## src/rtl/fir_sym_sched_pkg.sv

```systemverilog
// Shared state encoding and width derivations for the symmetric FIR scheduler.
package fir_sym_sched_pkg;

  // FSM state encoding
  localparam logic [1:0] ST_IDLE  = 2'd0;
  localparam logic [1:0] ST_RUN   = 2'd1;
  localparam logic [1:0] ST_DRAIN = 2'd2;
  localparam logic [1:0] ST_OUT   = 2'd3;

  // Number of stored coefficients for a symmetric filter of the given length
  function automatic int unsigned half_of(input int unsigned taps);
    return taps / 2;
  endfunction

  // Result / accumulator width
  function automatic int unsigned out_bits_of(input int unsigned data_bits,
                                              input int unsigned coef_bits,
                                              input int unsigned extend_bits);
    return data_bits + coef_bits + extend_bits;
  endfunction

  // Coefficient index width, never below one bit
  function automatic int unsigned addr_bits_of(input int unsigned taps);
    return (taps / 2 > 1) ? $clog2(taps / 2) : 1;
  endfunction

endpackage

```

## src/rtl/fir_sym_sched_mac.sv

```systemverilog
// Pre-add MAC: result = (a + b) * coef, registered, one cycle latency.
module fir_base
  import fir_sym_sched_pkg::*;
#(
  parameter int unsigned DATA_BITS   = 16,
  parameter int unsigned COEF_BITS   = 16,
  parameter int unsigned EXTEND_BITS = 5
) (
  input  logic                                                       clk,
  input  logic                                                       rst,
  input  logic                                                       en,
  input  logic signed [DATA_BITS-1:0]                                a_data,
  input  logic signed [DATA_BITS-1:0]                                b_data,
  input  logic signed [COEF_BITS-1:0]                                coef,
  output logic                                                       output_vld,
  output logic signed [out_bits_of(DATA_BITS, COEF_BITS, EXTEND_BITS)-1:0] result
);

  localparam int unsigned SUM_BITS  = DATA_BITS + 1;
  localparam int unsigned PROD_BITS = DATA_BITS + COEF_BITS + 1;
  localparam int unsigned RES_BITS  = out_bits_of(DATA_BITS, COEF_BITS, EXTEND_BITS);

  logic signed [SUM_BITS-1:0]  sum_c;
  logic signed [PROD_BITS-1:0] prod_c;

  // Symmetric pre-add followed by the multiply
  always_comb begin
    sum_c  = SUM_BITS'(a_data) + SUM_BITS'(b_data);
    prod_c = PROD_BITS'(sum_c) * PROD_BITS'(coef);
  end

  // Result register and its valid flag
  always_ff @(posedge clk or negedge rst) begin
    if (!rst) begin
      output_vld <= 1'b0;
      result     <= '0;
    end else begin
      output_vld <= en;
      if (en) result <= RES_BITS'(prod_c);
    end
  end

endmodule

```

## src/rtl/fir_sym_sched.sv

```systemverilog
// Symmetric FIR filter, one sample at a time, folded onto a single pre-add MAC.
module fir_sym_sched
  import fir_sym_sched_pkg::*;
#(
  parameter int unsigned DATA_BITS   = 16,
  parameter int unsigned COEF_BITS   = 16,
  parameter int unsigned EXTEND_BITS = 5,
  parameter int unsigned TAPS        = 8,
  parameter int unsigned OUT_BITS    = out_bits_of(DATA_BITS, COEF_BITS, EXTEND_BITS)
) (
  input  logic                                clk,
  input  logic                                rst,
  input  logic                                in_valid,
  input  logic signed [DATA_BITS-1:0]         in_data,
  output logic                                in_ready,
  output logic                                out_valid,
  output logic signed [OUT_BITS-1:0]          out_data,
  input  logic                                out_ready,
  input  logic                                coef_we,
  input  logic [addr_bits_of(TAPS)-1:0]       coef_addr,
  input  logic signed [COEF_BITS-1:0]         coef_wdata,
  output logic                                busy
);

  localparam int unsigned HALF     = half_of(TAPS);
  localparam int unsigned ADDR_W   = addr_bits_of(TAPS);
  localparam int unsigned MAC_BITS = out_bits_of(DATA_BITS, COEF_BITS, EXTEND_BITS);

  logic [1:0]                  state_q, state_n;
  logic [ADDR_W-1:0]           k_q;
  logic signed [DATA_BITS-1:0] x_q [TAPS];
  logic signed [COEF_BITS-1:0] h_q [HALF];
  logic signed [OUT_BITS-1:0]  acc_q;
  logic                        in_ready_q, out_valid_q, busy_q;

  logic                        accept_c, coef_wr_c, addr_ok_c, k_last_c, mac_en_c;
  logic signed [DATA_BITS-1:0] mac_a_c, mac_b_c;
  logic signed [COEF_BITS-1:0] mac_coef_c;
  logic                        mac_vld;
  logic signed [MAC_BITS-1:0]  mac_res;

  // Coefficient index range check only exists when the port can exceed HALF-1
  if ((1 << ADDR_W) > HALF) begin : g_addr_chk
    assign addr_ok_c = (coef_addr < ADDR_W'(HALF));
  end else begin : g_addr_all
    assign addr_ok_c = 1'b1;
  end

  assign accept_c  = in_valid && in_ready_q && (state_q == ST_IDLE);
  assign coef_wr_c = coef_we && (state_q == ST_IDLE) && addr_ok_c;
  assign k_last_c  = (k_q == ADDR_W'(HALF - 1));

  // FSM state register
  always_ff @(posedge clk or negedge rst) begin
    if (!rst) state_q <= ST_IDLE;
    else      state_q <= state_n;
  end

  // Next-state and MAC enable
  always_comb begin
    state_n  = state_q;
    mac_en_c = 1'b0;
    case (state_q)
      ST_IDLE:  if (accept_c) state_n = ST_RUN;
      ST_RUN: begin
        mac_en_c = 1'b1;
        if (k_last_c) state_n = ST_DRAIN;
      end
      ST_DRAIN: state_n = ST_OUT;
      ST_OUT:   if (out_ready) state_n = ST_IDLE;
      default:  state_n = ST_IDLE;
    endcase
  end

  // Handshake and status flags registered from the next state
  always_ff @(posedge clk or negedge rst) begin
    if (!rst) begin
      in_ready_q  <= 1'b0;
      out_valid_q <= 1'b0;
      busy_q      <= 1'b0;
    end else begin
      in_ready_q  <= (state_n == ST_IDLE);
      out_valid_q <= (state_n == ST_OUT);
      busy_q      <= (state_n != ST_IDLE);
    end
  end

  // Select the symmetric tap pair and coefficient for index k
  always_comb begin
    mac_a_c    = '0;
    mac_b_c    = '0;
    mac_coef_c = '0;
    for (int i = 0; i < int'(HALF); i++) begin
      if (k_q == ADDR_W'(i)) begin
        mac_a_c    = x_q[i];
        mac_b_c    = x_q[int'(TAPS) - 1 - i];
        mac_coef_c = h_q[i];
      end
    end
  end

  // Delay line, coefficient store, tap index and accumulator
  always_ff @(posedge clk or negedge rst) begin
    if (!rst) begin
      k_q   <= '0;
      acc_q <= '0;
      for (int i = 0; i < int'(TAPS); i++) x_q[i] <= '0;
      for (int i = 0; i < int'(HALF); i++) h_q[i] <= '0;
    end else begin
      if (coef_wr_c) h_q[coef_addr] <= coef_wdata;
      if (accept_c) begin
        x_q[0] <= in_data;
        for (int i = 1; i < int'(TAPS); i++) x_q[i] <= x_q[i-1];
        k_q   <= '0;
        acc_q <= '0;
      end else begin
        if (state_q == ST_RUN) k_q <= k_q + ADDR_W'(1);
        if (mac_vld) acc_q <= acc_q + OUT_BITS'(mac_res);
      end
    end
  end

  fir_base #(
    .DATA_BITS   (DATA_BITS),
    .COEF_BITS   (COEF_BITS),
    .EXTEND_BITS (EXTEND_BITS)
  ) u_mac (
    .clk        (clk),
    .rst        (rst),
    .en         (mac_en_c),
    .a_data     (mac_a_c),
    .b_data     (mac_b_c),
    .coef       (mac_coef_c),
    .output_vld (mac_vld),
    .result     (mac_res)
  );

  assign in_ready  = in_ready_q;
  assign out_valid = out_valid_q;
  assign out_data  = acc_q;
  assign busy      = busy_q;

endmodule

```

## config.mk

```make
export PLATFORM = sky130hd
export DESIGN_NAME = fir_sym_sched
export DESIGN_NICKNAME = d
export VERILOG_FILES = /design/src/rtl/fir_sym_sched_pkg.sv /design/src/rtl/fir_sym_sched_mac.sv /design/src/rtl/fir_sym_sched.sv
export SDC_FILE = /design/constraint.sdc
export NUM_CORES = 1
export LEC_CHECK = 0
export ABC_AREA = 1
export CORE_ASPECT_RATIO = 1.5
export CORE_UTILIZATION = 40
export CTS_BUF_LIST = sky130_fd_sc_hd__clkbuf_8
export DETAILED_ROUTE_END_ITERATION = 8
export DONT_BUFFER_PORTS = 1
export GPL_TIMING_DRIVEN = 0
export PLACE_DENSITY = 0.66
export SKIP_CTS_REPAIR_TIMING = 1
export SLEW_MARGIN = 20
export SYNTH_ARGS = -nofsm -noshare
export SYNTH_HDL_FRONTEND = slang
export SYNTH_HIERARCHICAL = 1
export SYNTH_SLANG_ARGS = --single-unit
export TNS_END_PERCENT = 5
```

## constraint.sdc

```tcl
create_clock -name clk -period 11.4 [get_ports clk]
set_input_delay 1.14 -clock clk [delete_from_list [all_inputs] [get_ports clk]]
set_output_delay 1.14 -clock clk [all_outputs]
set_load 0.03 [all_outputs]
```

==> results.py, run 1 <==
metrics = {
    "logic_synthesis": {
        "syn-num-nets": 3839,
        "synthArstFlopShare_pct": 100,
        "synth-edff-count": 0,
        "yosysSeqAreaShare_pct": 26.3,
        "syn_area_um2": 25700,
        "synth_cells": 3382,
        "ys_warn_count": 6,
        "synth.avg_cell_area_um2": 7.60,
        "ys_ff_latch": 270,
        "synth_ff_type": "dfrtp_1",
        "synth_cell_types": 43,
    },
    "sta": {
        "hold_viol": 0,
        "fin_crit_ns": 9.96,
        "tightest_slew_ns": 1.24,
        "setup_viol": 0,
        "maxSlewHeadroom_pct": 17.2,
        "fmax_mhz": 100,
        "clock_skew_ns": 0.0711,
        "rsz0062_at_grt": "false",
        "slew_violations": 0,
        "finalCritPeriodShare_pct": 87.4,
        "fin_hold_ws_ns": 0.161,
        "fin_setup_tns_ns": 0,
    },
    "global_route": {
        "antenna_found_initial": 1,
        "track_usage_pct": 23.2,
        "grt_pass1_wl_mm": 119,
        "grt_pass1_vias": 22600,
        "grt.overflow.total": 0,
        "grt_max_degree": 271,
    },
    "setup_path": {
        "crit_slowest_cell": "fa_1",
        "crit_required_ns": 11.93,
        "worstSetupStartpointType": "flip-flop",
        "startpoint": "k_q[0]",
        "worstRegToRegCells": 41,
        "cp.arrival_ns": 10.49,
        "r2r-start": "k_q[0]",
        "ff2ff_setup_slack_ns": 1.44,
        "crit_type": "flip-flop to flip-flop",
        "critical_path_peak_fanout": 10,
        "end_kind": "flip-flop",
        "max_stage_delay_ns": 0.88,
        "path_common_cell": "nand2_1",
        "rr_endpoint": "u_mac/result[31]",
        "crit_end": "u_mac/result[31]",
    },
    "cells_and_area": {
        "layout-drive-gt1-share_pct": 4.48,
        "layout_common_cells": "973 x nand2_1, 646 x inv_1, 278 x fa_1, 270 x dfrtp_1, 258 x o21ai_0",
        "final_common_cell": "nand2_1",
        "syn_to_final_growth_pct": 7.49,
        "fin_nets": 3887,
    },
    "floorplan": {
        "dieWidth_um": 209,
        "row_count": 113,
        "initial_core_util_pct": 40.5,
        "die_h_um": 313,
        "core_area_um2": 63500,
        "floorplan.die_area_um2": 65300,
        "io_pins": 79,
    },
    "clocking": {
        "cts_tree": "built",
        "cts_buffer_depth": 3,
        "clkLatencyLatePin_ns": 0.68,
        "cts_root_buf": "clkbuf_8",
        "numCtsBuffers": 46,
        "cts.sinks": 270,
        "htree_levels": 2,
        "path_clk_slew_ns": 0.06,
    },
    "routing": {
        "dr.pass1.iters": 5,
        "vias": 21600,
        "drc": 0,
        "vias_per_cell": 5.06,
        "drt_iter0_drc": 1270,
        "ant_nets": 0,
        "wirelength_mm": 73.6,
        "routedWlPerCell_um": 17.3,
    },
    "outcome": {
        "status": "completed",
    },
    "flow_run": {
        "maxCapViolCount": 0,
    },
    "place": {
        "dp_hpwl_mm": 60.6,
        "io_buffers": 0,
        "place_congestion": 0.983,
    },
    "worst_hold_path": {
        "hold_class": "primary input to async pin",
    },
}
[routing by layer]
metal  vias up  wire (µm)  global-route usage, %
li1      10500          -                      -
met1     10200      27600                   24.5
met2       553      37900                   43.0
met3       259       2880                   3.26
met4         0       5200                   15.0
met5         -          0                      0
[Yosys cell counts, drive strengths merged (10+ instances only)]
master    n  share of area [%]
o21bai   10               0.29
nor2    260                3.9
buf      37               0.89
a211o    30                1.0
nor3     19               0.41
a221oi   33                1.1
inv     644                9.4
a21oi   119                2.3
nand4    15               0.36
dfrtp   270                 26
fa      278                 22
ha      140                6.8
nand3   123                2.5
clkbuf   78                1.1
o21ai   264                5.2
xnor2    14               0.48
nand2   995                 15
[per-stage QoR]
| step | util [%] | instances | worst slack (ns) | cell area (µm²) |
|---|---|---|---|---|
| floorplan | - | 3382 | 3.30 | 25700 |
| global placement | 42.1 | 4187 | 1.62 | 26700 |
| detailed placement | 42.1 | 4187 | 1.56 | 26700 |
| CTS | 43.5 | 4264 | 1.49 | 27600 |
| global route | 43.5 | 4265 | 0.821 | 27600 |
| finish | 43.5 | 4265 | 1.44 | 27600 |
[flip-flops by register name, summed over array words and instances (netlist names)]
name / flops
x_q: 128
k_q: 2
h_q: 64
busy: 1
u_mac/result: 33
out_valid: 1
in_ready: 1
out_data: 37
u_mac/output_vld: 1
state_q: 2
[layout make-up]
class	count	area, µm²
well taps	805	1010
flip-flops and latches	270	6760
plain buffers	115	522
diodes	1	2.50
multi-input cells	2344	16000
clock buffers	52	716
clock inverters	25	200
inverters	653	2450
fillers	6499	35800
[kinds of logic (layout without fill, tap and decap cells)]
kind of cell / Yosys count / in the layout / synth area share [%]
adders and majority gates: 418 / 418 / 28.5
xor gates and xnor gates: 23 / 23 / 0.900
other: 0 / 1 / 0
and+or+nand+nor: 1431 / 1431 / 22.4
AOI/OAI and AO/OA: 472 / 472 / 10.4
DFF: 270 / 270 / 26.3
buffers and inverters: 768 / 845 / 11.6
[worst min path at each step]
stage	from	slack (ns)	depth (start not counted)	endpoint
finish	rst	0.16	0	x_q[96]
global route	rst	0.13	0	x_q[96]
CTS	rst	0.12	0	x_q[9]
detailed placement	x_q[0]	0.47	2	x_q[0]
global placement	u_mac/result[4]	0.46	2	u_mac/result[4]
floorplan	u_mac/result[2]	0.45	2	u_mac/result[2]
[critical path: cells and delay by family (launching register included)]
kind,cells,cell delay [ns]
fa+ha+maj,10,4.96
compound gates,3,0.66
simple gates,20,2.48
flops,1,0.43
buf+inv,8,1.26
Power of run 1 is left out: the tool's default activity adds up to more than one toggle a clock period on the data nets, which glitch-free logic cannot reach.
==> run 2: changes to the inputs <==
Settings changed: ABC_AREA 1 to 0, SLEW_MARGIN 20 to not set.
==> results.py, run 2 <==
metrics = {
    "global_route": {
        "grt.overflow.total": 0,
        "track_usage_pct": 22.1,
        "antenna_found_initial": 2,
        "grt_max_degree": 271,
        "grt_pass1_vias": 20200,
        "grt_pass1_wl_mm": 107,
    },
    "cells_and_area": {
        "fin_nets": 3314,
        "layout_common_cells": "665 x nand2_1, 352 x inv_1, 277 x fa_1, 270 x dfrtp_1, 172 x nor2_1",
        "final_area_um2": 26900,
        "syn_to_final_growth_pct": 8.14,
        "final_common_cell": "nand2_1",
        "largest_reg_flops": 128,
        "layout-drive-gt1-share_pct": 7.54,
        "largest-register": "x_q",
    },
    "place": {
        "io_buffers": 0,
        "dpl-instance-area_um2": 25900,
        "place_ws_ns": 0.113,
        "place_congestion": 0.940,
        "dp_hpwl_mm": 53.5,
    },
    "setup_path": {
        "max_stage_delay_ns": 0.70,
        "ff2ff_setup_slack_ns": 0.47,
        "worstSetupStartpointType": "flip-flop",
        "path_common_cell": "fa_1",
        "critical_path_peak_fanout": 10,
        "rr_endpoint": "u_mac/result[24]",
        "end_kind": "flip-flop",
        "crit_slowest_cell": "fa_1",
        "cp.arrival_ns": 11.41,
        "r2r-start": "k_q[0]",
        "startpoint": "k_q[0]",
        "worstRegToRegCells": 37,
        "crit_type": "flip-flop to flip-flop",
        "crit_required_ns": 11.89,
    },
    "floorplan": {
        "initial_core_util_pct": 40.6,
        "core_area_um2": 61200,
        "row_count": 111,
        "die_h_um": 307,
        "floorplan.die_area_um2": 63100,
        "dieWidth_um": 206,
        "io_pins": 79,
    },
    "logic_synthesis": {
        "yosysSeqAreaShare_pct": 27.2,
        "ys_ff_latch": 270,
        "synth_ff_type": "dfrtp_1",
        "synthTopCellsByArea": "dfrtp_1 27%, fa_1 22%, nand2_1 10%, ha_1 7.0%, inv_1 5.1%",
        "yosysTopAreaCell": "dfrtp_1",
        "netlist.area_leader.share_pct": 27.2,
        "synth_cell_types": 80,
        "synth_cells": 2807,
        "synth.avg_cell_area_um2": 8.85,
        "synth-edff-count": 0,
        "yosysMostFrequentCell": "nand2_1",
        "ys_warn_count": 6,
        "syn-num-nets": 3264,
        "syn_area_um2": 24900,
        "synth.top_cells.by_count": "665 x nand2_1, 338 x inv_1, 278 x fa_1",
        "synthArstFlopShare_pct": 100,
    },
    "sta": {
        "fmax_mhz": 91.5,
        "finalCritPeriodShare_pct": 95.9,
        "fin_setup_tns_ns": 0,
        "fin_crit_ns": 10.93,
        "clock_skew_ns": 0.0522,
        "tightest_slew_ns": 1.44,
        "rsz0062_at_grt": "false",
        "maxSlewHeadroom_pct": 3.09,
        "hold_viol": 0,
        "setup_viol": 0,
        "slew_violations": 0,
        "setup_slack_ns": 0.471,
    },
    "clocking": {
        "cts_tree": "built",
        "path_clk_slew_ns": 0.06,
        "cts.sinks": 270,
        "htree_levels": 2,
        "cts_root_buf": "clkbuf_8",
        "numCtsBuffers": 47,
        "cts_buffer_depth": 3,
        "clkLatencyLatePin_ns": 0.65,
    },
    "routing": {
        "wirelength_mm": 67.6,
        "drc": 0,
        "dr.pass1.iters": 5,
        "routedWlPerCell_um": 18.3,
        "vias_per_cell": 5.25,
        "drt_iter0_drc": 1073,
        "ant_nets": 0,
        "vias": 19300,
    },
    "flow_run": {
        "maxCapViolCount": 0,
    },
    "worst_hold_path": {
        "hold_class": "primary input to async pin",
    },
    "outcome": {
        "status": "completed",
    },
}
## run 2: cell types whose count changed in the layout (fill, tap and decap cells not counted), moves of 35 or more
cell     delta
inv_1     -294
a21o_1     +40
nand2_1   -308
nand3_1    -96
nor2_1     -83
o21ai_0   -179
and2_1    +108
xnor2_1    +35
mux2_2     +87
a21oi_1    +39
## run 2: final cells by class
type | count | area (µm²)
clock inverter | 25 | 170
multi-input combinational | 2065 | 16300
timing repair buffer | 2 | 12.5
clock buffer | 59 | 812
antenna | 3 | 7.51
tap | 791 | 990
buffer | 133 | 566
fill | 5995 | 34400
inverter | 338 | 1270
sequential | 270 | 6760
## run 2: layer usage
layer | vias up | part of all wire [%] | track usage [%]
met4 | 0 | 7.9 | 15.6
li1 | 9003 | - | -
met3 | 254 | 4.3 | 3.08
met2 | 524 | 52 | 39.0
met5 | - | 0 | 0
met1 | 9561 | 36 | 24.2
## run 2: worst max-delay path by stage
stage / end / slack (ns) / depth (start not counted)
4_1_cts: u_mac/result[24] / 0.06 / 37
2_1_floorplan: u_mac/result[29] / 2.46 / 39
3_5_place_dp: u_mac/result[24] / 0.11 / 37
5_1_grt: u_mac/result[29] / 0.01 / 39
6_report: u_mac/result[24] / 0.47 / 37
3_3_place_gp: u_mac/result[24] / 0.14 / 35
## run 2: cells by family (layout without fill, tap and decap cells)
logic type	after synthesis	after routing	share of synthesized area, %
flip-flops	270	270	27.2
AO/OA/AOI/OAI	390	390	9.81
other	0	3	0
AND/OR/NAND/NOR	1067	1067	18.4
buffers and inverters	472	557	7.39
XOR/XNOR	72	72	2.54
adder cells (fa/ha/maj)	418	418	29.4
multiplexers	118	118	5.23
## run 2: per-stage QoR
step,util [%],cells,hold WS [ns]
floorplan,-,2807,0.446
global placement,42.2,3598,0.458
detailed placement,42.2,3600,0.462
CTS,43.8,3684,0.215
global route,43.9,3685,0.237
finish,43.9,3686,0.273
## run 2: worst max-delay path: cells and delay by family, from the launching register on
family	cells	cell delay (ns)
compound gates	9	2.38
xor+xnor	2	0.68
fa+ha+maj	10	4.49
buf+inv	9	2.00
flops	1	0.42
simple gates	7	0.80
Power of run 2 is left out for the same reason.
==> run 3: changes to the inputs <==
Settings changed: CTS_BUF_LIST sky130_fd_sc_hd__clkbuf_8 to not set.
==> results.py, run 3 (synthesis results as in run 2) <==
metrics = {
    "worst_hold_path": {
        "hold_class": "primary input to async pin",
    },
    "global_route": {
        "track_usage_pct": 22.0,
        "grt.overflow.total": 0,
        "grt_pass1_vias": 20000,
        "antenna_found_initial": 2,
        "grt_pass1_wl_mm": 107,
        "grt_max_degree": 271,
    },
    "outcome": {
        "status": "completed",
    },
    "sta": {
        "finalCritPeriodShare_pct": 95.5,
        "maxSlewHeadroom_pct": 2.04,
        "clock_skew_ns": 0.0707,
        "slew_violations": 0,
        "rsz0062_at_grt": "false",
        "setup_viol": 0,
        "hold_viol": 0,
        "fmax_mhz": 91.8,
        "fin_crit_ns": 10.89,
        "tightest_slew_ns": 1.45,
        "fin_setup_tns_ns": 0,
    },
    "routing": {
        "dr.pass1.iters": 8,
        "wirelength_mm": 67.6,
        "drc": 0,
        "routedWlPerCell_um": 18.5,
        "ant_nets": 0,
        "drt_iter0_drc": 1133,
        "vias_per_cell": 5.26,
        "vias": 19200,
    },
    "cells_and_area": {
        "layout_common_cells": "665 x nand2_1, 338 x inv_1, 277 x fa_1, 270 x dfrtp_1, 172 x nor2_1",
        "fillCellCount": 5982,
        "fin_nets": 3298,
        "largest-register": "x_q",
        "layout-drive-gt1-share_pct": 7.02,
        "syn_to_final_growth_pct": 8.35,
        "largest_reg_flops": 128,
        "final_cells": 3656,
        "final_common_cell": "nand2_1",
        "final_area_um2": 26900,
    },
    "clocking": {
        "cts.sinks": 270,
        "cts_buffer_depth": 3,
        "path_clk_slew_ns": 0.07,
        "cts_root_buf": "clkbuf_16",
        "clkLatencyLatePin_ns": 0.62,
        "cts_tree": "built",
        "htree_levels": 1,
        "numCtsBuffers": 30,
    },
    "setup_path": {
        "crit_required_ns": 11.88,
        "end_kind": "flip-flop",
        "rr_endpoint": "u_mac/result[24]",
        "r2r-start": "k_q[0]",
        "critical_path_peak_fanout": 10,
        "cp.arrival_ns": 11.37,
        "worstRegToRegCells": 37,
        "ff2ff_setup_slack_ns": 0.51,
        "critPathBufInv": 9,
        "worstSetupStartpointType": "flip-flop",
        "path_common_cell": "fa_1",
        "crit_type": "flip-flop to flip-flop",
        "crit_family": "adder cells",
        "max_stage_delay_ns": 0.59,
        "crit_slowest_cell": "fa_1",
    },
    "place": {
        "io_buffers": 0,
        "place_congestion": 0.940,
        "dp_cells": 3600,
        "dp_hpwl_mm": 53.5,
        "dpl-instance-area_um2": 25900,
    },
    "floorplan": {
        "die_h_um": 307,
        "row_count": 111,
        "dieWidth_um": 206,
        "core_area_um2": 61200,
        "io_pins": 79,
        "initial_core_util_pct": 40.6,
        "floorplan.die_area_um2": 63100,
    },
    "flow_run": {
        "maxCapViolCount": 0,
    },
}
## run 3: layout make-up
class	count	area (µm²)	area share, %
clock inverter	15	176	0.655
sequential	270	6760	25.1
timing repair buffer	3	17.5	0.0651
buffer	133	566	2.10
inverter	338	1270	4.71
multi-input combinational	2065	16300	60.5
clock buffer	40	858	3.19
tap	791	990	3.68
antenna	1	2.50	0.00929
## run 3: how the worst max path moves through the flow
stage / from / to / cells after the start
floorplan: k_q[1] / u_mac/result[29] / 39
global placement: k_q[0] / u_mac/result[24] / 35
detailed placement: k_q[0] / u_mac/result[24] / 37
CTS: k_q[0] / u_mac/result[24] / 37
global route: k_q[0] / u_mac/result[31] / 39
finish: k_q[0] / u_mac/result[24] / 37
## run 3: routing by layer
| metal | routed length (µm) | track usage [%] | up-vias |
|---|---|---|---|
| li1 | - | - | 8958 |
| met1 | 24800 | 24.4 | 9531 |
| met2 | 34900 | 39.1 | 512 |
| met3 | 2960 | 2.74 | 236 |
| met4 | 4980 | 14.3 | 2 |
| met5 | 19 | 0 | - |
## run 3: metrics by stage
| step | setup WS (ns) | hold slack (ns) | util, % |
|---|---|---|---|
| detailed placement | 0.113 | 0.462 | 42.2 |
| global route | 0.0523 | 0.312 | 44.0 |
| floorplan | 2.46 | 0.446 | - |
| finish | 0.508 | 0.339 | 44.0 |
| CTS | 0.0829 | 0.278 | 43.9 |
| global placement | 0.141 | 0.458 | 42.2 |
## run 3: worst reg2reg max path: cells and delay by family, from the launching register on
kind	cells	cell delay [ns]
adder cells (fa/ha/maj)	10	4.32
AND/OR/NAND/NOR	5	0.58
AO/OA/AOI/OAI	11	2.67
buffers and inverters	9	2.04
flip-flops	1	0.43
XOR/XNOR	2	0.72
Power of run 3 is left out for the same reason.
